$ cat config.mk
export PLATFORM = sky130hd
export DESIGN_NAME = axis_pkt_gen_flat
export DESIGN_NICKNAME = d
export VERILOG_FILES = /design/src/rtl/axis_pkt_gen_if.sv /design/src/rtl/axis_pkt_gen.sv /design/src/flat_wrapper.sv
export SDC_FILE = /design/constraint.sdc
export NUM_CORES = 1
export LEC_CHECK = 0
export ABC_AREA = 1
export ABC_CLOCK_PERIOD_IN_PS = 3100
export CAP_MARGIN = 10
export CORE_MARGIN = 10
export CORE_UTILIZATION = 33
export DETAILED_ROUTE_END_ITERATION = 6
export GPL_TIMING_DRIVEN = 0
export REMOVE_ABC_BUFFERS = 1
export SETUP_SLACK_MARGIN = 0.05
export SLEW_MARGIN = 20
export SYNTH_ARGS = -nofsm -noshare
export SYNTH_HDL_FRONTEND = slang
export SYNTH_SLANG_ARGS = --single-unit
$ cat constraint.sdc
create_clock -name aclk -period 3.1 [get_ports aclk]
set_input_delay 0.62 -clock aclk [delete_from_list [all_inputs] [get_ports aclk]]
set_output_delay 0.62 -clock aclk [all_outputs]
set_load 0.02 [all_outputs]
$ cat src/rtl/axis_pkt_gen_if.sv
// AXI-Stream bus carrying generated test packets, with an empty-count sideband
// and an incomplete-packet marker on the last beat.
interface axis_pkt_gen_if #(
  parameter int unsigned DATA_WIDTH = 8,
  parameter int unsigned MTY_WIDTH  = 8
);
  logic                  tvalid;
  logic [DATA_WIDTH-1:0] tdata;
  logic                  tlast;
  logic [MTY_WIDTH-1:0]  tuser_mty;
  logic                  drop_incmpt_pkt;
  logic                  tready;

  modport master (
    output tvalid,
    output tdata,
    output tlast,
    output tuser_mty,
    output drop_incmpt_pkt,
    input  tready
  );

  modport slave (
    input  tvalid,
    input  tdata,
    input  tlast,
    input  tuser_mty,
    input  drop_incmpt_pkt,
    output tready
  );
endinterface

$ cat src/rtl/axis_pkt_gen.sv
// Numbered test-packet generator for the packet queue. Beats carry an incrementing
// byte pattern; the last beat carries (packet index + 1) as empty count and,
// optionally, the incomplete-packet marker. All outputs come straight from flops.
module axis_pkt_gen #(
  parameter int unsigned DATA_WIDTH = 8,
  parameter int unsigned MTY_WIDTH  = 8,
  parameter int unsigned LEN_WIDTH  = 16,
  parameter int unsigned GAP_WIDTH  = 8
) (
  input  logic                 aclk,
  input  logic                 aresetn,
  input  logic                 start,
  input  logic                 stop,
  input  logic [LEN_WIDTH-1:0] cfg_pkt_len,
  input  logic [LEN_WIDTH-1:0] cfg_num_pkts,
  input  logic [GAP_WIDTH-1:0] cfg_gap,
  input  logic                 cfg_bad_en,
  input  logic [LEN_WIDTH-1:0] cfg_bad_idx,
  axis_pkt_gen_if.master       m_axis,
  output logic                 busy,
  output logic                 done,
  output logic [LEN_WIDTH-1:0] pkt_cnt
);

  typedef enum logic [1:0] {StIdle, StSend, StGap, StDone} state_e;

  state_e                state_q, state_d;

  // Shadow copies of the configuration, captured on an accepted start.
  logic [LEN_WIDTH-1:0]  len_last_q;
  logic [LEN_WIDTH-1:0]  num_q;
  logic [GAP_WIDTH-1:0]  gap_cfg_q;
  logic                  bad_en_q;
  logic [LEN_WIDTH-1:0]  bad_idx_q;

  logic [LEN_WIDTH-1:0]  beat_q, beat_d;
  logic [LEN_WIDTH-1:0]  pkt_idx_q, pkt_idx_d;
  logic [LEN_WIDTH-1:0]  pkt_cnt_q, pkt_cnt_d;
  logic [GAP_WIDTH-1:0]  gap_q, gap_d;

  logic                  tvalid_q, tvalid_d;
  logic [DATA_WIDTH-1:0] tdata_q, tdata_d;
  logic                  tlast_q, tlast_d;
  logic [MTY_WIDTH-1:0]  mty_q, mty_d;
  logic                  drop_q, drop_d;
  logic                  busy_q, busy_d;
  logic                  done_q, done_d;

  logic                  start_acc;
  logic                  final_pkt;
  logic                  load;
  logic [LEN_WIDTH-1:0]  ld_beat;
  logic [LEN_WIDTH-1:0]  ld_pkt;
  logic [LEN_WIDTH-1:0]  beat_num;
  logic [LEN_WIDTH-1:0]  pkt_num;
  logic                  ld_last;

  assign start_acc = (state_q == StIdle) && start;
  assign final_pkt = (num_q != '0) && (pkt_idx_q == num_q - LEN_WIDTH'(1));

  // Configuration shadow registers; a length of 0 behaves as 1.
  always_ff @(posedge aclk or negedge aresetn) begin
    if (!aresetn) begin
      len_last_q <= '0;
      num_q      <= '0;
      gap_cfg_q  <= '0;
      bad_en_q   <= 1'b0;
      bad_idx_q  <= '0;
    end else if (start_acc) begin
      len_last_q <= (cfg_pkt_len == '0) ? '0 : cfg_pkt_len - LEN_WIDTH'(1);
      num_q      <= cfg_num_pkts;
      gap_cfg_q  <= cfg_gap;
      bad_en_q   <= cfg_bad_en;
      bad_idx_q  <= cfg_bad_idx;
    end
  end

  // State, counters and registered bus outputs.
  always_ff @(posedge aclk or negedge aresetn) begin
    if (!aresetn) begin
      state_q   <= StIdle;
      beat_q    <= '0;
      pkt_idx_q <= '0;
      pkt_cnt_q <= '0;
      gap_q     <= '0;
      tvalid_q  <= 1'b0;
      tdata_q   <= '0;
      tlast_q   <= 1'b0;
      mty_q     <= '0;
      drop_q    <= 1'b0;
      busy_q    <= 1'b0;
      done_q    <= 1'b0;
    end else begin
      state_q   <= state_d;
      beat_q    <= beat_d;
      pkt_idx_q <= pkt_idx_d;
      pkt_cnt_q <= pkt_cnt_d;
      gap_q     <= gap_d;
      tvalid_q  <= tvalid_d;
      tdata_q   <= tdata_d;
      tlast_q   <= tlast_d;
      mty_q     <= mty_d;
      drop_q    <= drop_d;
      busy_q    <= busy_d;
      done_q    <= done_d;
    end
  end

  // Next state, counters and next beat contents; a "load" presents beat ld_beat
  // of packet ld_pkt on the following cycle.
  always_comb begin
    state_d   = state_q;
    beat_d    = beat_q;
    pkt_idx_d = pkt_idx_q;
    pkt_cnt_d = pkt_cnt_q;
    gap_d     = gap_q;
    tvalid_d  = tvalid_q;
    tdata_d   = tdata_q;
    tlast_d   = tlast_q;
    mty_d     = mty_q;
    drop_d    = drop_q;
    done_d    = 1'b0;
    load      = 1'b0;
    ld_beat   = beat_q;
    ld_pkt    = pkt_idx_q;
    beat_num  = '0;
    pkt_num   = '0;
    ld_last   = 1'b0;

    case (state_q)
      StIdle: begin
        if (start) begin
          state_d   = StSend;
          beat_d    = '0;
          pkt_idx_d = '0;
          pkt_cnt_d = '0;
        end
      end
      StSend: begin
        if (!tvalid_q) begin
          // First beat of a run: shadow config is valid from this cycle on.
          load = 1'b1;
        end else if (m_axis.tready) begin
          if (!tlast_q) begin
            beat_d  = beat_q + LEN_WIDTH'(1);
            ld_beat = beat_d;
            load    = 1'b1;
          end else begin
            beat_d    = '0;
            pkt_idx_d = pkt_idx_q + LEN_WIDTH'(1);
            pkt_cnt_d = pkt_cnt_q + LEN_WIDTH'(1);
            tvalid_d  = 1'b0;
            if (stop || final_pkt) begin
              state_d = StDone;
              done_d  = 1'b1;
            end else if (gap_cfg_q != '0) begin
              state_d = StGap;
              gap_d   = gap_cfg_q;
            end else begin
              ld_beat = '0;
              ld_pkt  = pkt_idx_d;
              load    = 1'b1;
            end
          end
        end
      end
      StGap: begin
        if (stop) begin
          state_d = StDone;
          done_d  = 1'b1;
        end else if (gap_q <= GAP_WIDTH'(1)) begin
          // Loading on the last gap cycle leaves exactly gap_cfg_q idle cycles.
          state_d = StSend;
          load    = 1'b1;
        end else begin
          gap_d = gap_q - GAP_WIDTH'(1);
        end
      end
      StDone: begin
        state_d = StIdle;
      end
      default: begin
        state_d = StIdle;
      end
    endcase

    if (load) begin
      beat_num = ld_beat + LEN_WIDTH'(1);
      pkt_num  = ld_pkt + LEN_WIDTH'(1);
      ld_last  = (ld_beat == len_last_q);
      tvalid_d = 1'b1;
      tdata_d  = DATA_WIDTH'(beat_num);
      tlast_d  = ld_last;
      mty_d    = ld_last ? MTY_WIDTH'(pkt_num) : '0;
      drop_d   = ld_last && bad_en_q && (ld_pkt == bad_idx_q);
    end else if (!tvalid_d) begin
      tdata_d = '0;
      tlast_d = 1'b0;
      mty_d   = '0;
      drop_d  = 1'b0;
    end

    // Rises one cycle after the start edge, drops as the FSM re-enters idle.
    busy_d = (state_q != StIdle) && (state_q != StDone);
  end

  assign m_axis.tvalid          = tvalid_q;
  assign m_axis.tdata           = tdata_q;
  assign m_axis.tlast           = tlast_q;
  assign m_axis.tuser_mty       = mty_q;
  assign m_axis.drop_incmpt_pkt = drop_q;
  assign busy                   = busy_q;
  assign done                   = done_q;
  assign pkt_cnt                = pkt_cnt_q;

endmodule

$ cat src/flat_wrapper.sv
// flat-port wrapper written by rule: the top's interface ports become plain ports
module axis_pkt_gen_flat 
#(
  parameter int unsigned DATA_WIDTH = 8,
  parameter int unsigned MTY_WIDTH  = 8,
  parameter int unsigned LEN_WIDTH  = 16,
  parameter int unsigned GAP_WIDTH  = 8
)
  (aclk, aresetn, start, stop, cfg_pkt_len, cfg_num_pkts, cfg_gap, cfg_bad_en, cfg_bad_idx, busy, done, pkt_cnt, m_axis_tvalid, m_axis_tdata, m_axis_tlast, m_axis_tuser_mty, m_axis_drop_incmpt_pkt, m_axis_tready);
  axis_pkt_gen_if #(.DATA_WIDTH(DATA_WIDTH), .MTY_WIDTH(MTY_WIDTH)) m_axis_i ();
  input  logic aclk;
  input  logic aresetn;
  input  logic start;
  input  logic stop;
  input  logic [LEN_WIDTH-1:0] cfg_pkt_len;
  input  logic [LEN_WIDTH-1:0] cfg_num_pkts;
  input  logic [GAP_WIDTH-1:0] cfg_gap;
  input  logic cfg_bad_en;
  input  logic [LEN_WIDTH-1:0] cfg_bad_idx;
  output logic busy;
  output logic done;
  output logic [LEN_WIDTH-1:0] pkt_cnt;
  output wire logic [$bits(m_axis_i.tvalid)-1:0] m_axis_tvalid;
  output wire logic [$bits(m_axis_i.tdata)-1:0] m_axis_tdata;
  output wire logic [$bits(m_axis_i.tlast)-1:0] m_axis_tlast;
  output wire logic [$bits(m_axis_i.tuser_mty)-1:0] m_axis_tuser_mty;
  output wire logic [$bits(m_axis_i.drop_incmpt_pkt)-1:0] m_axis_drop_incmpt_pkt;
  input wire logic [$bits(m_axis_i.tready)-1:0] m_axis_tready;
  assign m_axis_tvalid = m_axis_i.tvalid;
  assign m_axis_tdata = m_axis_i.tdata;
  assign m_axis_tlast = m_axis_i.tlast;
  assign m_axis_tuser_mty = m_axis_i.tuser_mty;
  assign m_axis_drop_incmpt_pkt = m_axis_i.drop_incmpt_pkt;
  assign m_axis_i.tready = m_axis_tready;
  axis_pkt_gen #(.DATA_WIDTH(DATA_WIDTH), .MTY_WIDTH(MTY_WIDTH), .LEN_WIDTH(LEN_WIDTH), .GAP_WIDTH(GAP_WIDTH)) u_core (.aclk(aclk), .aresetn(aresetn), .start(start), .stop(stop), .cfg_pkt_len(cfg_pkt_len), .cfg_num_pkts(cfg_num_pkts), .cfg_gap(cfg_gap), .cfg_bad_en(cfg_bad_en), .cfg_bad_idx(cfg_bad_idx), .m_axis(m_axis_i), .busy(busy), .done(done), .pkt_cnt(pkt_cnt));
endmodule
# --- Word level (Yosys, flattened, before mapping) ---
# Cells that the tools add are included.
op_classes:
  n_addsub: 8
  magnitude_cmp: 1
  n_eq_ne: 18
  n_mux: 69
  reduce_logical: 17
op_table:
  columns: ["operator", "n"]
  rows:
  - ["2-to-1 mux 16 bit", 23]
  - ["one-hot mux 16 bit (2 select lines)", 3]
  - ["2-to-1 mux 8 bit", 11]
  - ["adder 16 x 1 -> 16 bit, second input constant", 3]
  - ["== test 16 bit", 3]
  - ["subtractor 16 x 1 -> 16 bit, second input constant", 2]
  - ["2-to-1 mux 1 bit", 20]
  - ["adder 8 x 1 -> 8 bit, second input constant", 2]
  - ["logical NOT 16 bit", 1]
  - ["2-to-1 mux 2 bit", 8]
  - ["one-hot mux 8 bit (2 select lines)", 1]
  - ["nonzero test 16 bit", 1]
  - ["inequality test 2 bit, second input constant", 6]
  - ["less-or-equal comparator 8 x 1 -> 1 bit, second input constant", 1]
  - ["inequality test 2 x 1 -> 1 bit, second input constant", 4]
  - ["one-hot mux 2 bit (4 select lines)", 1]
  - ["AND reduction 8 bit", 1]
  - ["nonzero test 8 bit", 1]
  - ["subtractor 8 x 1 -> 8 bit, second input constant", 1]
  - ["AND reduction 6 bit", 1]
  - ["nonzero test 2 bit", 3]
  - ["logical AND 1 bit", 5]
  - ["AND reduction 5 bit", 1]
  - ["== test 2 bit, second input constant", 2]
  - ["other kinds (7)", 8]
totals:
  reg_bits: 136
  input_bits: 62
  output_inout_bits: 37
  elab_cells: 130

# --- Logic depth before layout (Yosys ltp) ---
# Gate-level depths: netlist (run 1).
logic_depth:
  depth_word: 13
  depth_mapped: 27
  depth_no_buf: 26

# --- Worst setup path after synthesis (run 1) ---
# Ideal clock, no wire load.
synth_path:
  path_kind: "register -> register"
  startpoint: "register u_core.num_q[0]"
  endpoint: "register u_core.mty_q[6] (netlist: u_core.m_axis.tuser_mty[6])"
  setup_ps: 116
  arrival_ps: 2663
  t_required_ps: 2984
  path_slack_ps: 321
  path_stages_with_launch: 26
  path_buffers: 2
  synth_period_minus_slack_ps: 2779
  cell_sequence: "dfrtp_1 > inv_2 > ha_1 > nand3_2 > nor2_4 > nand3_1 > nand2_1 > nand2_1 > nor2_2 > nand2_1 > nor2_2 > nand2_2 > nand3_4 > buf_8 > nor2_8 > buf_8 > nand2_4 > nand2_2 > clkinv_2 > ha_1 > nand2_1 > nor2_1 > nand3_1 > xnor2_1 > nand2_1 > nand2_1"
synth_between:
  elab_chain_cells: 12
  elab_cells_between_ends: 25
  classes_between: "add/sub (2); eq/ne (3); mux (17); reduce/logical (3)"
synth_rtl:
  columns: ["element", "line_no", "rtl"]
  rows:
  - ["start, declared", "axis_pkt_gen.sv:31", "logic [LEN_WIDTH-1:0] num_q;"]
  - ["start signal, assigned", "axis_pkt_gen.sv:71", "num_q <= cfg_num_pkts;"]
  - ["subtractor 16 x 1 -> 16 bit", "axis_pkt_gen.sv:59", "assign final_pkt = (num_q != '0) && (pkt_idx_q == num_q - LEN_WIDTH'(1));"]
  - ["== test 16 bit", "axis_pkt_gen.sv:59", null]
  - ["logical AND 1 bit (*)", "axis_pkt_gen.sv:59", null]
  - ["logical OR 1 bit (*)", "axis_pkt_gen.sv:153", "if (stop || final_pkt) begin"]
  - ["2-to-1 mux 16 bit", "axis_pkt_gen.sv:153", null]
  - ["2-to-1 mux 16 bit", "axis_pkt_gen.sv:144", "if (!tlast_q) begin"]
  - ["2-to-1 mux 16 bit", "axis_pkt_gen.sv:143", "end else if (m_axis.tready) begin"]
  - ["2-to-1 mux 16 bit", "axis_pkt_gen.sv:140", "if (!tvalid_q) begin"]
  - ["2-to-1 mux 16 bit", "axis_pkt_gen.sv:130", "case (state_q)"]
  - ["adder 8 x 1 -> 8 bit / == test 16 bit (equally long branches)", "axis_pkt_gen.sv:189, axis_pkt_gen.sv:190", null]
  - ["2-to-1 mux 8 bit", "axis_pkt_gen.sv:194", "mty_d = ld_last ? MTY_WIDTH'(pkt_num) : '0;"]
  - ["2-to-1 mux 8 bit", "axis_pkt_gen.sv:187", "if (load) begin"]
  - ["end signal, assigned", "axis_pkt_gen.sv:102", "mty_q <= mty_d;"]
  - ["end, declared", "axis_pkt_gen.sv:44", "logic [MTY_WIDTH-1:0] mty_q, mty_d;"]
# Every way passes the cells marked *; elsewhere a longest branch is shown, timed or not.
# A chain may end at the register's enable or synchronous reset.

# --- Worst setup path after layout (run 1) ---
layout_path:
  startpoint: "register u_core.num_q[1]"
  endpoint: "register u_core.mty_q[6] (netlist: u_core.m_axis.tuser_mty[6])"
# Same word-level chain as after synthesis.

==> summary.txt, run 1 <==
Clock tree
  • CTS buffer count: 17
  • Hold_buf cts: 0
  • Worst-Skew Late Latency: 0.43 ns
  • Clk buf depth: 2
  • Clock slew at reported path FFs: 0.06 ns
  • CTS tree: yes
  • Root buffer cell: clkbuf_16
  • Sink Count: 136
  • H-tree depth: 4

Placed design
  • Hpwl dp: 17800 um
  • GP Congestion: 0.868
  • Cell area after placement: 9930 um^2
  • Post-Place Cells: 1630
  • Port buffer count: 98

Logic synthesis
  • Adder-Cell Fraction of Synth Area: 0.0174
  • Synth Area in Compound Gates: 0.112
  • Synth area leader: dfrtp_1
  • Post-Synth XOR/XNOR Area: 0.0528
  • Synth Flop Type: dfrtp_1
  • Most frequent cell after synthesis: nand2_1
  • Ys Warns: 0
  • Post-synth top area share: 0.394
  • Distinct cells, synth: 49
  • Area contributors post-synth: dfrtp_1 39%, nand2_1 16%, inv_1 7.0%, nand3_1 4.7%, nor2_1 4.7%
  • Post-Syn Area: 8630 um^2
  • Sequential element share of the synthesized area: 0.394
  • Largest family of logic cells by synthesized area: simple AND/OR/NAND/NOR gates
  • Number of synthesized flops with an enable pin: 0
  • Ys async rst share: 1.00
  • Average size of a mapped cell: 7.05 um^2
  • Most instantiated cells after synthesis: 377 x nand2_1, 162 x inv_1, 136 x dfrtp_1, 107 x nor2_1, 81 x nand3_1
  • Synth Area in Simple Gates: 0.332
  • Mux share of post-synthesis cell area: 0
  • Post-synthesis register bit count: 136
  • Gate count of the mapped netlist: 1224

Floorplan
  • I/O Pins: 99
  • # rows: 59
  • Die H: 182 um
  • Die area: 33000 um^2
  • Die width: 182 um
  • Core ar.: 25900 um^2
  • Effective utilization at floorplan: 0.333

Global routing
  • First-pass GRT wire length: 39600 um
  • Vias in the first global route: 7785
  • Grt ovf: 0
  • Initial antenna violation count: 0
  • Overall routing resource usage: 0.145
  • Pin count of the biggest net entering global routing: 91

Timing
  • Min Tclk post-route: 3.06 ns
  • RSZ-0062 raised after global routing: true
  • Post-Route Setup TNS: 0 ns
  • Fmax: 327 MHz
  • Final setup viols: 0
  • Max_slew headroom: 0.355
  • Min Hold Slack: 0.0722 ns
  • Worst Max-Slew Pin Slew: 0.964 ns
  • Fin. Hold Viols: 0
  • Max Slew Vio Count: 0
  • Clock skew: 0.0101 ns
  • Final Cycle Share: 0.986

Worst hold path
  • Min-Delay Path Class: in2async

Critical path
  • Critical path cell sequence: inv_2, ha_4, nand3_4, nor2_4, nand3_2, nand2_2, nand2_2, nor2_2, nand2_1, nor2_2, nand2_2, nand3_4, nor2_8, buf_4, nand2_4, nand2_2, clkinv_2, ha_2, nand2_1, nor2_2, nand3_2, xnor2_2, nand2_1, nand2_1
  • CP max-delay cell: dfrtp_1
  • Critical Path End Type: flip-flop
  • Startpoint Class: flip-flop
  • Crit path required time: 3.41 ns
  • Crit path DAT: 3.37 ns
  • CP max FO: 8
  • Crit path kind: reg2reg
  • Max incr delay on CP: 0.40 ns

Detailed routing
  • DR pass1 iterations: 5
  • Via-to-Cell Ratio: 4.81
  • Routed vias: 8094
  • Routed WL per cell: 14.8 um
  • Post-route ant nets: 0
  • Final WL: 24800 um
  • Number of DRC markers in iteration 0: 515
  • # DRC: 0

Power
  • Max VDD drop: 0.000384 V
  • Design Power: 8.58 mW
  • Power per cell area: 769 nW/um^2
  • P_leak: 5.09 nW

Layout
  • Share of cells above drive strength 1: 0.139
  • Nets: 1409
  • Number of fill cells: 2628
  • Final Instance Count excl. Fillers: 1682
  • Cell area after layout: 11200 um^2
  • Area grow syn2layout: 29.3%
  • Antenna fix cells: 0

Flow run
  • Max-cap viol count: 0

Outcome
  • Outcome: completed
==> where the power goes <==
group	switching, mW	internal (mW)	total [mW]
clock network	0.805	1.49	2.29
logic	2.24	1.32	3.56
registers	0.432	2.29	2.72
==> through the flow <==
| stage | utilization | setup slack (ns) |
|---|---|---|
| 5_1_grt | 0.431 | -0.150 |
| 3_3_place_gp | 0.382 | -4.32 |
| 6_report | 0.431 | 0.0422 |
| 2_1_floorplan | - | 0.202 |
| 4_1_cts | 0.416 | 0.0529 |
| 3_5_place_dp | 0.383 | -1.15 |
==> cell families (layout without fill, tap and decap cells) <==
| family | after synthesis | in the layout |
|---|---|---|
| DFF | 136 | 136 |
| buffers and inverters | 200 | 321 |
| and+or+nand+nor | 655 | 657 |
| AOI/OAI and AO/OA | 169 | 169 |
| xor gates and xnor gates | 52 | 52 |
| adders and majority gates | 12 | 12 |
==> registers in the layout (all words and copies together), names as in the netlist, 16 cells and up <==
signal / cells
u_core.bad_idx_q: 16
u_core.beat_q: 16
u_core.len_last_q: 16
u_core.num_q: 16
u_core.pkt_cnt: 16
u_core.pkt_idx_q: 16
==> final timing paths <==
check,start,end,slack [ns],cells past startpoint
worst min-delay path,aresetn,u_core.gap_cfg_q[7],0.07,1
worst max register to register,u_core.num_q[1],u_core.m_axis.tuser_mty[6],0.04,24
worst max-delay path,u_core.num_q[1],u_core.m_axis.tuser_mty[6],0.04,24
worst min register to register,u_core.m_axis.tuser_mty[5],u_core.m_axis.tuser_mty[5],0.48,2
max in group asynchronous,aresetn,u_core.m_axis.tlast,2.25,2
min in group aclk,u_core.m_axis.tuser_mty[5],u_core.m_axis.tuser_mty[5],0.48,2
==> layer usage <==
layer / GRT usage / vias up / part of all wire
met5: 0 / - / 0
met4: 0.0426 / 0 / 0.011
met3: 0.0284 / 19 / 0.041
met2: 0.241 / 172 / 0.48
met1: 0.187 / 3752 / 0.47
li1: - / 4151 / -
==> area by class of cell <==
class / instances / area [um^2] / share of cell area
tap: 335 / 419 / 0.0376
clock inverter: 11 / 195 / 0.0175
timing repair buffer: 118 / 1170 / 0.105
clock buffer: 20 / 467 / 0.0418
multi-input combinational: 890 / 4840 / 0.433
inverter: 172 / 661 / 0.0592
sequential: 136 / 3410 / 0.305
==> what timing repair did <==
| item | 4_1_cts | 5_1_grt |
|---|---|---|
| cloned | 1 | 1 |
| buffers inserted | 9 | 10 |
| setup endpoints to repair | 51 | 23 |
| gates resized for setup | 30 | 80 |
| pin swaps | 8 | 27 |
==> critical path: cells and delay by family, from the launching register on <==
family	cells	cell delay, ns
flip-flops	1	0.40
adder cells (fa/ha/maj)	2	0.33
buffers and inverters	3	0.30
XOR/XNOR	1	0.15
AND/OR/NAND/NOR	18	1.74
==> cell usage in the layout, fill, tap and decap left out, types with 7 or more instances in the layout <==
| cell type | instances |
|---|---|
| a21oi_1 | 22 |
| buf_4 | 15 |
| clkbuf_16 | 17 |
| clkdlybuf4s50_1 | 95 |
| dfrtp_1 | 132 |
| ha_1 | 7 |
| inv_1 | 155 |
| inv_2 | 11 |
| nand2_1 | 351 |
| nand2_2 | 34 |
| nand2_4 | 7 |
| nand3_1 | 73 |
| nand3_2 | 13 |
| nand4_1 | 14 |
| nor2_1 | 92 |
| nor2_2 | 21 |
| nor2_4 | 11 |
| nor3_1 | 20 |
| o21ai_0 | 71 |
| o21ai_1 | 8 |
| o22ai_1 | 36 |
| xnor2_1 | 16 |
| xor2_1 | 35 |
Note: power is estimated with default switching activity, not from simulation.
==> inputs of run 2 (changes only) <==
--- a/config.mk
+++ b/config.mk
@@ -7,7 +7,6 @@
 export LEC_CHECK = 0
 export ABC_AREA = 1
 export ABC_CLOCK_PERIOD_IN_PS = 3100
-export CAP_MARGIN = 10
 export CORE_MARGIN = 10
 export CORE_UTILIZATION = 33
 export DETAILED_ROUTE_END_ITERATION = 6
==> results of run 2 <==
Same layout as run 1: the final DEF is identical, and so are final timing and power.
